==> src/rtl/parking_gate_sequencer_pkg.sv <==
// Shared definitions for the parking gate sequencer and the occupancy counter.
// The state codes and the inc/dec command encodings are common to both blocks.
package parking_gate_sequencer_pkg;

  localparam logic [3:0] ST_IDLE     = 4'd0;
  localparam logic [3:0] ST_EN1      = 4'd1;
  localparam logic [3:0] ST_EN2      = 4'd2;
  localparam logic [3:0] ST_EN3      = 4'd3;
  localparam logic [3:0] ST_EX1      = 4'd4;
  localparam logic [3:0] ST_EX2      = 4'd5;
  localparam logic [3:0] ST_EX3      = 4'd6;
  localparam logic [3:0] ST_ERR      = 4'd7;
  localparam logic [3:0] ST_WAIT_CLR = 4'd8;

  typedef enum logic [3:0] {
    IDLE     = ST_IDLE,
    EN1      = ST_EN1,
    EN2      = ST_EN2,
    EN3      = ST_EN3,
    EX1      = ST_EX1,
    EX2      = ST_EX2,
    EX3      = ST_EX3,
    ERR      = ST_ERR,
    WAIT_CLR = ST_WAIT_CLR
  } state_t;

  localparam logic [1:0] CMD_HOLD = 2'b00;
  localparam logic [1:0] CMD_INC  = 2'b10;
  localparam logic [1:0] CMD_DEC  = 2'b01;

  // States in which a stalled vehicle is timed out.
  function automatic logic is_tracking(state_t s);
    return !(s == IDLE || s == WAIT_CLR);
  endfunction

endpackage

==> src/rtl/parking_gate_sequencer_if.sv <==
// Sensor inputs, counter feedback and command/status outputs of the gate sequencer.
interface parking_gate_sequencer_if #(parameter int COUNT_W = 4);
  logic               sensor_a;
  logic               sensor_b;
  logic [COUNT_W-1:0] count;
  logic [1:0]         inc_dec;
  logic               lot_full;
  logic               busy;
  logic               seq_err;
  logic               reject;

  modport master (output sensor_a, sensor_b, count,
                  input  inc_dec, lot_full, busy, seq_err, reject);
  modport slave  (input  sensor_a, sensor_b, count,
                  output inc_dec, lot_full, busy, seq_err, reject);
endinterface

==> src/rtl/parking_gate_sequencer_sensor_debounce.sv <==
// Two-flop synchroniser followed by a stable-level debounce counter for one beam sensor.
module sensor_debounce #(
  parameter int DEB_CYCLES = 16
) (
  input  logic clk,
  input  logic reset,
  input  logic raw,
  output logic deb
);
  localparam int CW = (DEB_CYCLES > 1) ? $clog2(DEB_CYCLES) : 1;

  logic          meta, sync;
  logic [CW-1:0] cnt;

  always_ff @(posedge clk or negedge reset) begin
    if (!reset) begin
      meta <= 1'b0;
      sync <= 1'b0;
      deb  <= 1'b0;
      cnt  <= '0;
    end else begin
      meta <= raw;
      sync <= meta;
      if (sync == deb) begin
        cnt <= '0;
      end else if (cnt == CW'(DEB_CYCLES-1)) begin
        deb <= sync;
        cnt <= '0;
      end else begin
        cnt <= cnt + CW'(1);
      end
    end
  end
endmodule

==> src/rtl/parking_gate_sequencer.sv <==
// Decodes the blocking order of the outer (A) and inner (B) beams into enter/exit
// commands for the occupancy counter, with full/empty rejection and stall timeout.
module parking_gate_sequencer
  import parking_gate_sequencer_pkg::*;
#(
  parameter int DEB_CYCLES = 16,
  parameter int TIMEOUT    = 1000000,
  parameter int COUNT_W    = 4,
  parameter int MAX_COUNT  = 15
) (
  input  logic                    clk,
  input  logic                    reset,
  parking_gate_sequencer_if.slave bus
);
  localparam int TW = (TIMEOUT > 1) ? $clog2(TIMEOUT) : 1;

  logic [1:0]    raw, ab;
  state_t        state_q, state_d;
  logic [TW-1:0] tmo_q;
  logic [1:0]    cmd_d;
  logic          rej_d, full_now, empty_now, tmo_hit;

  assign raw = {bus.sensor_a, bus.sensor_b};

  // ab[1] is the outer beam, ab[0] the inner beam.
  sensor_debounce #(.DEB_CYCLES(DEB_CYCLES)) u_deb [1:0] (
    .clk   (clk),
    .reset (reset),
    .raw   (raw),
    .deb   (ab)
  );

  assign full_now  = (bus.count == COUNT_W'(MAX_COUNT));
  assign empty_now = (bus.count == '0);
  assign tmo_hit   = is_tracking(state_q) && (tmo_q == TW'(TIMEOUT-1));

  always_comb begin
    state_d = state_q;
    cmd_d   = CMD_HOLD;
    rej_d   = 1'b0;
    case (state_q)
      IDLE: case (ab)
        2'b10:   state_d = EN1;
        2'b01:   state_d = EX1;
        2'b00:   state_d = IDLE;
        default: state_d = ERR;
      endcase
      EN1: case (ab)
        2'b11:   state_d = EN2;
        2'b00:   state_d = IDLE;
        2'b10:   state_d = EN1;
        default: state_d = ERR;
      endcase
      EN2: case (ab)
        2'b01:   state_d = EN3;
        2'b10:   state_d = EN1;
        2'b11:   state_d = EN2;
        default: state_d = ERR;
      endcase
      EN3: case (ab)
        2'b00: begin
          state_d = IDLE;
          if (full_now) rej_d = 1'b1;
          else          cmd_d = CMD_INC;
        end
        2'b11:   state_d = EN2;
        2'b01:   state_d = EN3;
        default: state_d = ERR;
      endcase
      EX1: case (ab)
        2'b11:   state_d = EX2;
        2'b00:   state_d = IDLE;
        2'b01:   state_d = EX1;
        default: state_d = ERR;
      endcase
      EX2: case (ab)
        2'b10:   state_d = EX3;
        2'b01:   state_d = EX1;
        2'b11:   state_d = EX2;
        default: state_d = ERR;
      endcase
      EX3: case (ab)
        2'b00: begin
          state_d = IDLE;
          if (empty_now) rej_d = 1'b1;
          else           cmd_d = CMD_DEC;
        end
        2'b11:   state_d = EX2;
        2'b10:   state_d = EX3;
        default: state_d = ERR;
      endcase
      ERR:      state_d = WAIT_CLR;
      WAIT_CLR: if (ab == 2'b00) state_d = IDLE;
      default:  state_d = IDLE;
    endcase
    // A stall overrides whatever the sensors say this cycle.
    if (tmo_hit) begin
      state_d = ERR;
      cmd_d   = CMD_HOLD;
      rej_d   = 1'b0;
    end
  end

  always_ff @(posedge clk or negedge reset) begin
    if (!reset) begin
      state_q <= IDLE;
      tmo_q   <= '0;
    end else begin
      state_q <= state_d;
      if (state_d != state_q || !is_tracking(state_q)) tmo_q <= '0;
      else                                           tmo_q <= tmo_q + TW'(1);
    end
  end

  always_ff @(posedge clk or negedge reset) begin
    if (!reset) begin
      bus.inc_dec  <= CMD_HOLD;
      bus.reject   <= 1'b0;
      bus.seq_err  <= 1'b0;
      bus.busy     <= 1'b0;
      bus.lot_full <= 1'b0;
    end else begin
      bus.inc_dec  <= cmd_d;
      bus.reject   <= rej_d;
      bus.seq_err  <= (state_d == ERR);
      bus.busy     <= (state_d != IDLE);
      bus.lot_full <= full_now;
    end
  end
endmodule

==> src/flat_wrapper.sv <==
// flat-port wrapper written by rule: the top's interface ports become plain ports
module parking_gate_sequencer_flat import parking_gate_sequencer_pkg::*;
#(
  parameter int DEB_CYCLES = 16,
  parameter int TIMEOUT    = 1000000,
  parameter int COUNT_W    = 4,
  parameter int MAX_COUNT  = 15
)
  (clk, reset, bus_sensor_a, bus_sensor_b, bus_count, bus_inc_dec, bus_lot_full, bus_busy, bus_seq_err, bus_reject);
  parking_gate_sequencer_if #(.COUNT_W(COUNT_W)) bus_i ();
  input  logic clk;
  input  logic reset;
  input wire logic [$bits(bus_i.sensor_a)-1:0] bus_sensor_a;
  input wire logic [$bits(bus_i.sensor_b)-1:0] bus_sensor_b;
  input wire logic [$bits(bus_i.count)-1:0] bus_count;
  output wire logic [$bits(bus_i.inc_dec)-1:0] bus_inc_dec;
  output wire logic [$bits(bus_i.lot_full)-1:0] bus_lot_full;
  output wire logic [$bits(bus_i.busy)-1:0] bus_busy;
  output wire logic [$bits(bus_i.seq_err)-1:0] bus_seq_err;
  output wire logic [$bits(bus_i.reject)-1:0] bus_reject;
  assign bus_i.sensor_a = bus_sensor_a;
  assign bus_i.sensor_b = bus_sensor_b;
  assign bus_i.count = bus_count;
  assign bus_inc_dec = bus_i.inc_dec;
  assign bus_lot_full = bus_i.lot_full;
  assign bus_busy = bus_i.busy;
  assign bus_seq_err = bus_i.seq_err;
  assign bus_reject = bus_i.reject;
  parking_gate_sequencer #(.DEB_CYCLES(DEB_CYCLES), .TIMEOUT(TIMEOUT), .COUNT_W(COUNT_W), .MAX_COUNT(MAX_COUNT)) u_core (.clk(clk), .reset(reset), .bus(bus_i));
endmodule
==> config.mk <==
export PLATFORM = sky130hd
export DESIGN_NAME = parking_gate_sequencer_flat
export DESIGN_NICKNAME = d
export VERILOG_FILES = /design/src/rtl/parking_gate_sequencer_pkg.sv /design/src/rtl/parking_gate_sequencer_if.sv /design/src/rtl/parking_gate_sequencer_sensor_debounce.sv /design/src/rtl/parking_gate_sequencer.sv /design/src/flat_wrapper.sv
export SDC_FILE = /design/constraint.sdc
export NUM_CORES = 1
export LEC_CHECK = 0
export ABC_AREA = 0
export CAP_MARGIN = 20
export CORE_AREA = 4 4 71 73
export CTS_CLUSTER_SIZE = 28
export DETAILED_ROUTE_END_ITERATION = 8
export DIE_AREA = 0 0 75 77
export GPL_TIMING_DRIVEN = 0
export PLACE_DENSITY = 0.8
export SYNTH_ARGS = -nofsm -noshare
export SYNTH_HDL_FRONTEND = slang
export SYNTH_HIERARCHICAL = 1
export SYNTH_SLANG_ARGS = --single-unit
export TNS_END_PERCENT = 10
==> constraint.sdc <==
create_clock -name clk -period 2.6 [get_ports clk]
set_input_delay 0.39 -clock clk [delete_from_list [all_inputs] [get_ports clk]]
set_output_delay 0.39 -clock clk [all_outputs]
set_load 0.01 [all_outputs]
==> Word-level counts from Yosys, hierarchy flattened <==
Index checks and enable logic that the tools add are counted.
{ "totals": {"register_bits": 44, "elab_cells": 76} }
{ "classes": {"addsub": 3, "n_eq_ne": 19, "muxes": 27, "n_bitwise": 2, "reduce_logical": 10} }
{ "ops": {"columns": ["operator", "n"], "rows": [
  ["$pmux W3 S3", 6],
  ["$pmux W4 S9", 1],
  ["$mux W4", 6],
  ["$add A20 B1 Y20 const B", 1],
  ["$eq A20 B20 Y1 const B", 1],
  ["$eq A4 B3 Y1 const B", 5],
  ["$mux W20", 1],
  ["$eq A4 B4 Y1 const B", 4],
  ["$add A4 B1 Y4 const B", 2],
  ["$eq A4 B2 Y1 const B", 2],
  ["$logic_not A4 Y1", 2],
  ["$mux W2", 4],
  ["$mux W1", 6],
  ["$pmux W2 S3", 1],
  ["$eq A2 B2 Y1 const B", 2],
  ["$eq A4 B1 Y1 const B", 1],
  ["$ne A4 B4 Y1", 1],
  ["$pmux W2 S2", 1],
  ["$reduce_and A2 Y1", 2],
  ["$reduce_bool A4 Y1", 1],
  ["$eq A1 B1 Y1", 2],
  ["$eq A2 B1 Y1 const B", 1],
  ["$logic_not A2 Y1", 1],
  ["$logic_or A1 B1 Y1", 2],
  ["4 further kinds", 5]
]} }

==> Logic depth before layout (Yosys ltp) <==
{ "depth": {"depth_word": 8, "ltp_mapped": 9, "ltp_nobuf": 8} }

==> Hierarchy <==
The synthesis kept the hierarchy.
{ "modules_own_cells": {"columns": ["module", "n_inst", "cells_each", "area_each_um2", "seq_area_each_um2"], "rows": [
  ["parking_gate_sequencer", 1, 188, 2019.4, 750.7],
  ["sensor_debounce", 2, 20, 280.3, 175.2]
]} }

==> Worst setup path after synthesis <==
OpenSTA, ideal clock, no wires.
{ "synth_path": {"path_kind": "register to register", "from": "register u_core.u_deb[0].deb", "to": "register u_core.tmo_q[0]", "setup_time_ns": 0.087, "t_arrival_ns": 2.093, "t_required_ns": 2.513, "setup_slack_ns": 0.420, "path_stages_with_launch": 9, "path_buffers": 1, "synth_period_minus_slack_ns": 2.180, "path_cell_list": "dfrtp_1 -> inv_1 -> ha_1 -> or4_1 -> nand3_1 -> mux2i_1 -> o31a_1 -> buf_6 -> a211oi_2"} }
{ "synth_via": {"elab_chain_cells": 7} }
{ "synth_lines": {"columns": ["element", "line_no", "rtl"], "rows": [
  ["from (decl)", "parking_gate_sequencer_sensor_debounce.sv:8", "output logic deb"],
  ["from (signal assigned)", "parking_gate_sequencer_sensor_debounce.sv:27", "deb <= sync;"],
  ["$eq A2 B2 Y1 (tied with other cells)", null, null],
  ["$pmux W3 S3 (tied with other cells)", "parking_gate_sequencer.sv:82", "EX3: case (ab)"],
  ["$pmux W4 S9 (*)", "parking_gate_sequencer.sv:41", "case (state_q)"],
  ["$mux W4 (*)", "parking_gate_sequencer.sv:97", "if (tmo_hit) begin"],
  ["$ne A4 B4 Y1 (*)", "parking_gate_sequencer.sv:110", "if (state_d != state_q || !is_tracking(state_q)) tmo_q <= '0;"],
  ["$logic_or A1 B1 Y1 (*)", "parking_gate_sequencer.sv:110", null],
  ["$mux W20 (*)", "parking_gate_sequencer.sv:110", null],
  ["to (signal assigned)", "parking_gate_sequencer.sv:111", "else tmo_q <= tmo_q + TW'(1);"],
  ["to (decl)", "parking_gate_sequencer.sv:19", "logic [TW-1:0] tmo_q;"]
]} }
Mark *: on every way between the ends. The rest lies on a longest branch, timed or not.
A chain may end at the register's enable or synchronous reset.

==> Worst setup path after layout <==
{ "layout_path": {"from": "register u_core.u_deb[0].deb", "to": "register u_core.tmo_q[8]"} }
The elaborated chain is that of the path after synthesis.

==> metrics.txt <==
# TYPE chip_impl_metric gauge
chip_impl_info{name="status",value="complete, no violations"} 1
chip_impl_metric{name="hold_violations",unit=""} 0
chip_impl_metric{name="final.min_clock_period",unit="ps"} 2400
chip_impl_metric{name="synth_enable_flop_cells",unit=""} 0
chip_impl_metric{name="grt_start_max_net_pins",unit=""} 36
chip_impl_metric{name="diodes",unit=""} 0
chip_impl_info{name="cts_tree",value="yes"} 1
chip_impl_metric{name="critical_path_peak_fanout",unit=""} 10
chip_impl_metric{name="detailroute.via_count",unit=""} 1819
chip_impl_metric{name="ys_warn_count",unit=""} 6
chip_impl_metric{name="synthAdderAreaFrac",unit="%"} 5.33
chip_impl_metric{name="total_power",unit="W"} 0.00147
chip_impl_metric{name="firstDrtPassIters",unit=""} 4
chip_impl_metric{name="max_slew.worst_pin.slew",unit="ps"} 635
chip_impl_metric{name="die_height",unit="um"} 77
chip_impl_metric{name="cap_violations",unit=""} 0
chip_impl_metric{name="detail_route.wirelength",unit="mm"} 5.03
chip_impl_metric{name="design.final.nets",unit=""} 269
chip_impl_metric{name="synth.avg_cell_area",unit="um2"} 11.3
chip_impl_metric{name="number_of_max_slew_violations_in_the_final_report",unit=""} 0
chip_impl_metric{name="timing.hold.ws",unit="ps"} 355
chip_impl_metric{name="syn_area",unit="um2"} 2580
chip_impl_metric{name="flow.area_growth_from_synthesis",unit="%"} 15.1
chip_impl_metric{name="ys_types",unit=""} 50
chip_impl_info{name="hold_path.class",value="reg2reg"} 1
chip_impl_metric{name="grt-ovfl-total",unit=""} 0
chip_impl_info{name="layout_commonest_cell",value="dfrtp_1"} 1
chip_impl_metric{name="cts_inserted_buffers",unit=""} 5
chip_impl_info{name="worstSetupEndpointType",value="flop"} 1
chip_impl_metric{name="synth_mux_area_share",unit="%"} 2.33
chip_impl_metric{name="drt_iter0_drc",unit=""} 94
chip_impl_metric{name="synth.yosys.seq_area_share",unit="%"} 42.7
chip_impl_metric{name="cts.sink_count",unit=""} 44
chip_impl_metric{name="io_buffer_count",unit=""} 13
chip_impl_metric{name="estimated_wirelength_of_the_detail_placed_design",unit="mm"} 3.46
chip_impl_metric{name="ioPinCount",unit=""} 14
chip_impl_metric{name="asyncSetResetFlopFracSynth",unit="%"} 100
chip_impl_metric{name="vias_per_cell",unit=""} 6.00
chip_impl_info{name="most-common-layout-cells",value="dfrtp_1, a211oi_2, xnor2_1"} 1
chip_impl_info{name="critPathKind",value="reg2reg"} 1
chip_impl_metric{name="cp.required",unit="ps"} 2810
chip_impl_info{name="slowest_stage",value="dfrtp_2"} 1
chip_impl_metric{name="die-area",unit="um2"} 5780
chip_impl_info{name="critical_path.top_delay_family",value="compound AO/OA/AOI/OAI gates"} 1
chip_impl_metric{name="cts_post_setup_buffers_inserted",unit=""} 0
chip_impl_metric{name="route.detailed.wl_per_inst",unit="um"} 16.6
chip_impl_info{name="synth_top_family_by_area",value="simple AND/OR/NAND/NOR gates"} 1
chip_impl_metric{name="global_route_wire_length_before_repair",unit="mm"} 8.67
chip_impl_metric{name="regArea",unit="um2"} 1100
chip_impl_metric{name="initial_antenna_violation_count",unit=""} 0
chip_impl_metric{name="cts_max_level",unit=""} 2
chip_impl_metric{name="max-clock-path-buffers",unit=""} 2
chip_impl_metric{name="fp-row-count",unit=""} 24
chip_impl_metric{name="grt_use_total",unit="%"} 19.4
chip_impl_metric{name="net_count_after_synthesis",unit=""} 247
chip_impl_metric{name="insertion_delay",unit="ps"} 300
chip_impl_metric{name="post_synthesis_cell_count",unit=""} 228
chip_impl_metric{name="final.setup_skew",unit="ps"} 4.17
chip_impl_metric{name="grt_pass1_vias",unit=""} 1837
chip_impl_info{name="rsz0062_at_grt",value="no"} 1
chip_impl_metric{name="synth_compound_gate_area_share",unit="%"} 15.3
chip_impl_info{name="root_buffer",value="clkbuf_8"} 1
chip_impl_metric{name="fill_cells",unit=""} 322
chip_impl_metric{name="worst_ir_drop_vdd",unit="mV"} 0.363
chip_impl_metric{name="post_route_cells_drive_above_1_share",unit="%"} 22.7
chip_impl_metric{name="critical-path-max-stage-delay",unit="ps"} 440
chip_impl_metric{name="post-route-period-util",unit="%"} 92.3
chip_impl_metric{name="critical_path.n_buffers_inverters",unit=""} 2
chip_impl_metric{name="die_width",unit="um"} 75
chip_impl_metric{name="final-setup-viol-count",unit=""} 0
chip_impl_metric{name="path_depth",unit=""} 9
chip_impl_metric{name="design.core.area",unit="um2"} 4350
chip_impl_metric{name="initial_utilization",unit="%"} 59.3
chip_impl_metric{name="number_of_remaining_drc_errors",unit=""} 0
chip_impl_metric{name="postSynthRegisterBits",unit=""} 44
chip_impl_metric{name="globalplace.congestion",unit=""} 0.882
chip_impl_metric{name="worstRegToRegCells",unit=""} 9
chip_impl_metric{name="multiInputGateArea",unit="um2"} 1370
chip_impl_info{name="synth_ff_type",value="dfrtp_1"} 1
chip_impl_metric{name="power.density_cell_area",unit="nW/um2"} 495
chip_impl_metric{name="worstPathArrival",unit="ps"} 2610
chip_impl_metric{name="timing.slew.headroom",unit="%"} 57.3
chip_impl_metric{name="leakage",unit="nW"} 1.19
chip_impl_metric{name="antenna_left",unit=""} 0
chip_impl_metric{name="hold_path_depth",unit=""} 0
chip_impl_info{name="setup.worst_path.start_class",value="flop"} 1
chip_impl_metric{name="max_freq",unit="MHz"} 417
chip_impl_metric{name="worst_setup_hold_path_clk_slew",unit="ps"} 80
chip_impl_metric{name="synth_simple_gate_area_share",unit="%"} 22.6
chip_impl_metric{name="synthXorXnorAreaFrac",unit="%"} 7.47
chip_impl_info{name="cp_cell_sequence",value="inv_1 > ha_1 > or3b_1 > a21oi_1 > a41oi_1 > o31ai_4 > nand2_8 > buf_6 > a211oi_2"} 1
report_power, final:
part           leakage [nW]  switching (W)  internal, W   total, W
Clock                0.0784       0.000231     0.000480   0.000711
Combinational         0.513      0.0000268    0.0000253  0.0000521
Sequential            0.597      0.0000103     0.000695   0.000705
Total                  1.19       0.000268      0.00120    0.00147
routing by layer:
metal	wire length, um	track usage, %
met5	0	0
met4	115	6.23
met3	196	4.71
met2	2530	30.0
met1	2190	26.3
cell type report:
cell class | count | share of cell area [%]
clock inverters | 3 | 3.03
flip-flops and latches | 44 | 37.2
well taps | 52 | 2.19
repair buffers | 15 | 5.23
inverters | 8 | 1.01
plain buffers | 10 | 2.78
clock buffers | 5 | 2.32
multi-input cells | 166 | 46.3
repair_timing:
action / CTS / global route
hold endpoints to repair: 9 / 0
setup endpoints to repair: 0 / 18
resized for setup: 0 / 3
hold buffers: 1 / 0
state kept, by name (all words and copies together), names as in the netlist, 2 cells and up:
| register | count |
|---|---|
| u_core/tmo_q | 20 |
| u_core/u_deb/cnt | 8 |
| u_core/state_q | 4 |
| u_core/bus.inc_dec | 2 |
| u_core/u_deb/deb | 2 |
| u_core/u_deb/meta | 2 |
| u_core/u_deb/sync | 2 |
synthesized netlist by cell type (4+ instances only):
cell      number  area, um2
nand4b_1       4       35.0
nor2_1        12       45.0
nor3_1         6       30.0
a21oi_1        9       45.0
nand3_1        9       45.0
ha_1          11        138
xnor2_1       13        114
inv_1          7       26.3
dfrtp_1       44       1100
and3_1         4       25.0
xor2_1         9       78.8
a211oi_2      18        225
nand4_1        6       37.5
nand2_1        8       30.0
nor2b_1        5       31.3
buf_6          4       45.0
worst register-to-register path, stage by stage (launching register included):
cell and delay, ps:
dfrtp_2 440, inv_1 110, ha_1 350, or3b_1 370
a21oi_1 240, a41oi_1 120, o31ai_4 150, nand2_8 140
buf_6 190, a211oi_2 200
cell families (layout without fill, tap and decap cells):
family	Yosys count	after routing
AO/OA/AOI/OAI	41	41
XOR/XNOR	22	22
adder cells (fa/ha/maj)	11	11
buffers and inverters	18	41
flip-flops	44	44
multiplexers	5	5
AND/OR/NAND/NOR	87	87
stage by stage:
| step | std cells | TNS [ps] | utilization (%) | setup WS [ps] | instance area, um2 |
|---|---|---|---|---|---|
| floorplan | 228 | 0 | - | 420 | 2580 |
| global placement | 293 | -908 | 63.7 | -23.5 | 2780 |
| detailed placement | 294 | 0 | 64.1 | 112 | 2790 |
| CTS | 303 | 0 | 68.0 | 79.5 | 2960 |
| global route | 303 | 0 | 68.2 | 70.3 | 2970 |
| finish | 303 | 0 | 68.2 | 199 | 2970 |
final timing paths:
check,slack (ps),to,from
min,360,u_core/u_deb[1]/sync$_DFF_PN0_,u_core/u_deb[1]/meta$_DFF_PN0_
min reg2reg,360,u_core/u_deb[1]/sync$_DFF_PN0_,u_core/u_deb[1]/meta$_DFF_PN0_
min in group asynchronous,480,u_core/u_deb[1]/meta$_DFF_PN0_,reset
max in group asynchronous,1660,u_core/u_deb[1]/deb$_DFFE_PN0P_,reset
max reg2reg,200,u_core/tmo_q[8]$_DFF_PN0_,u_core/u_deb[0]/deb$_DFFE_PN0P_
max,200,u_core/tmo_q[8]$_DFF_PN0_,u_core/u_deb[0]/deb$_DFFE_PN0P_
Note: power is estimated with default switching activity, not from simulation.
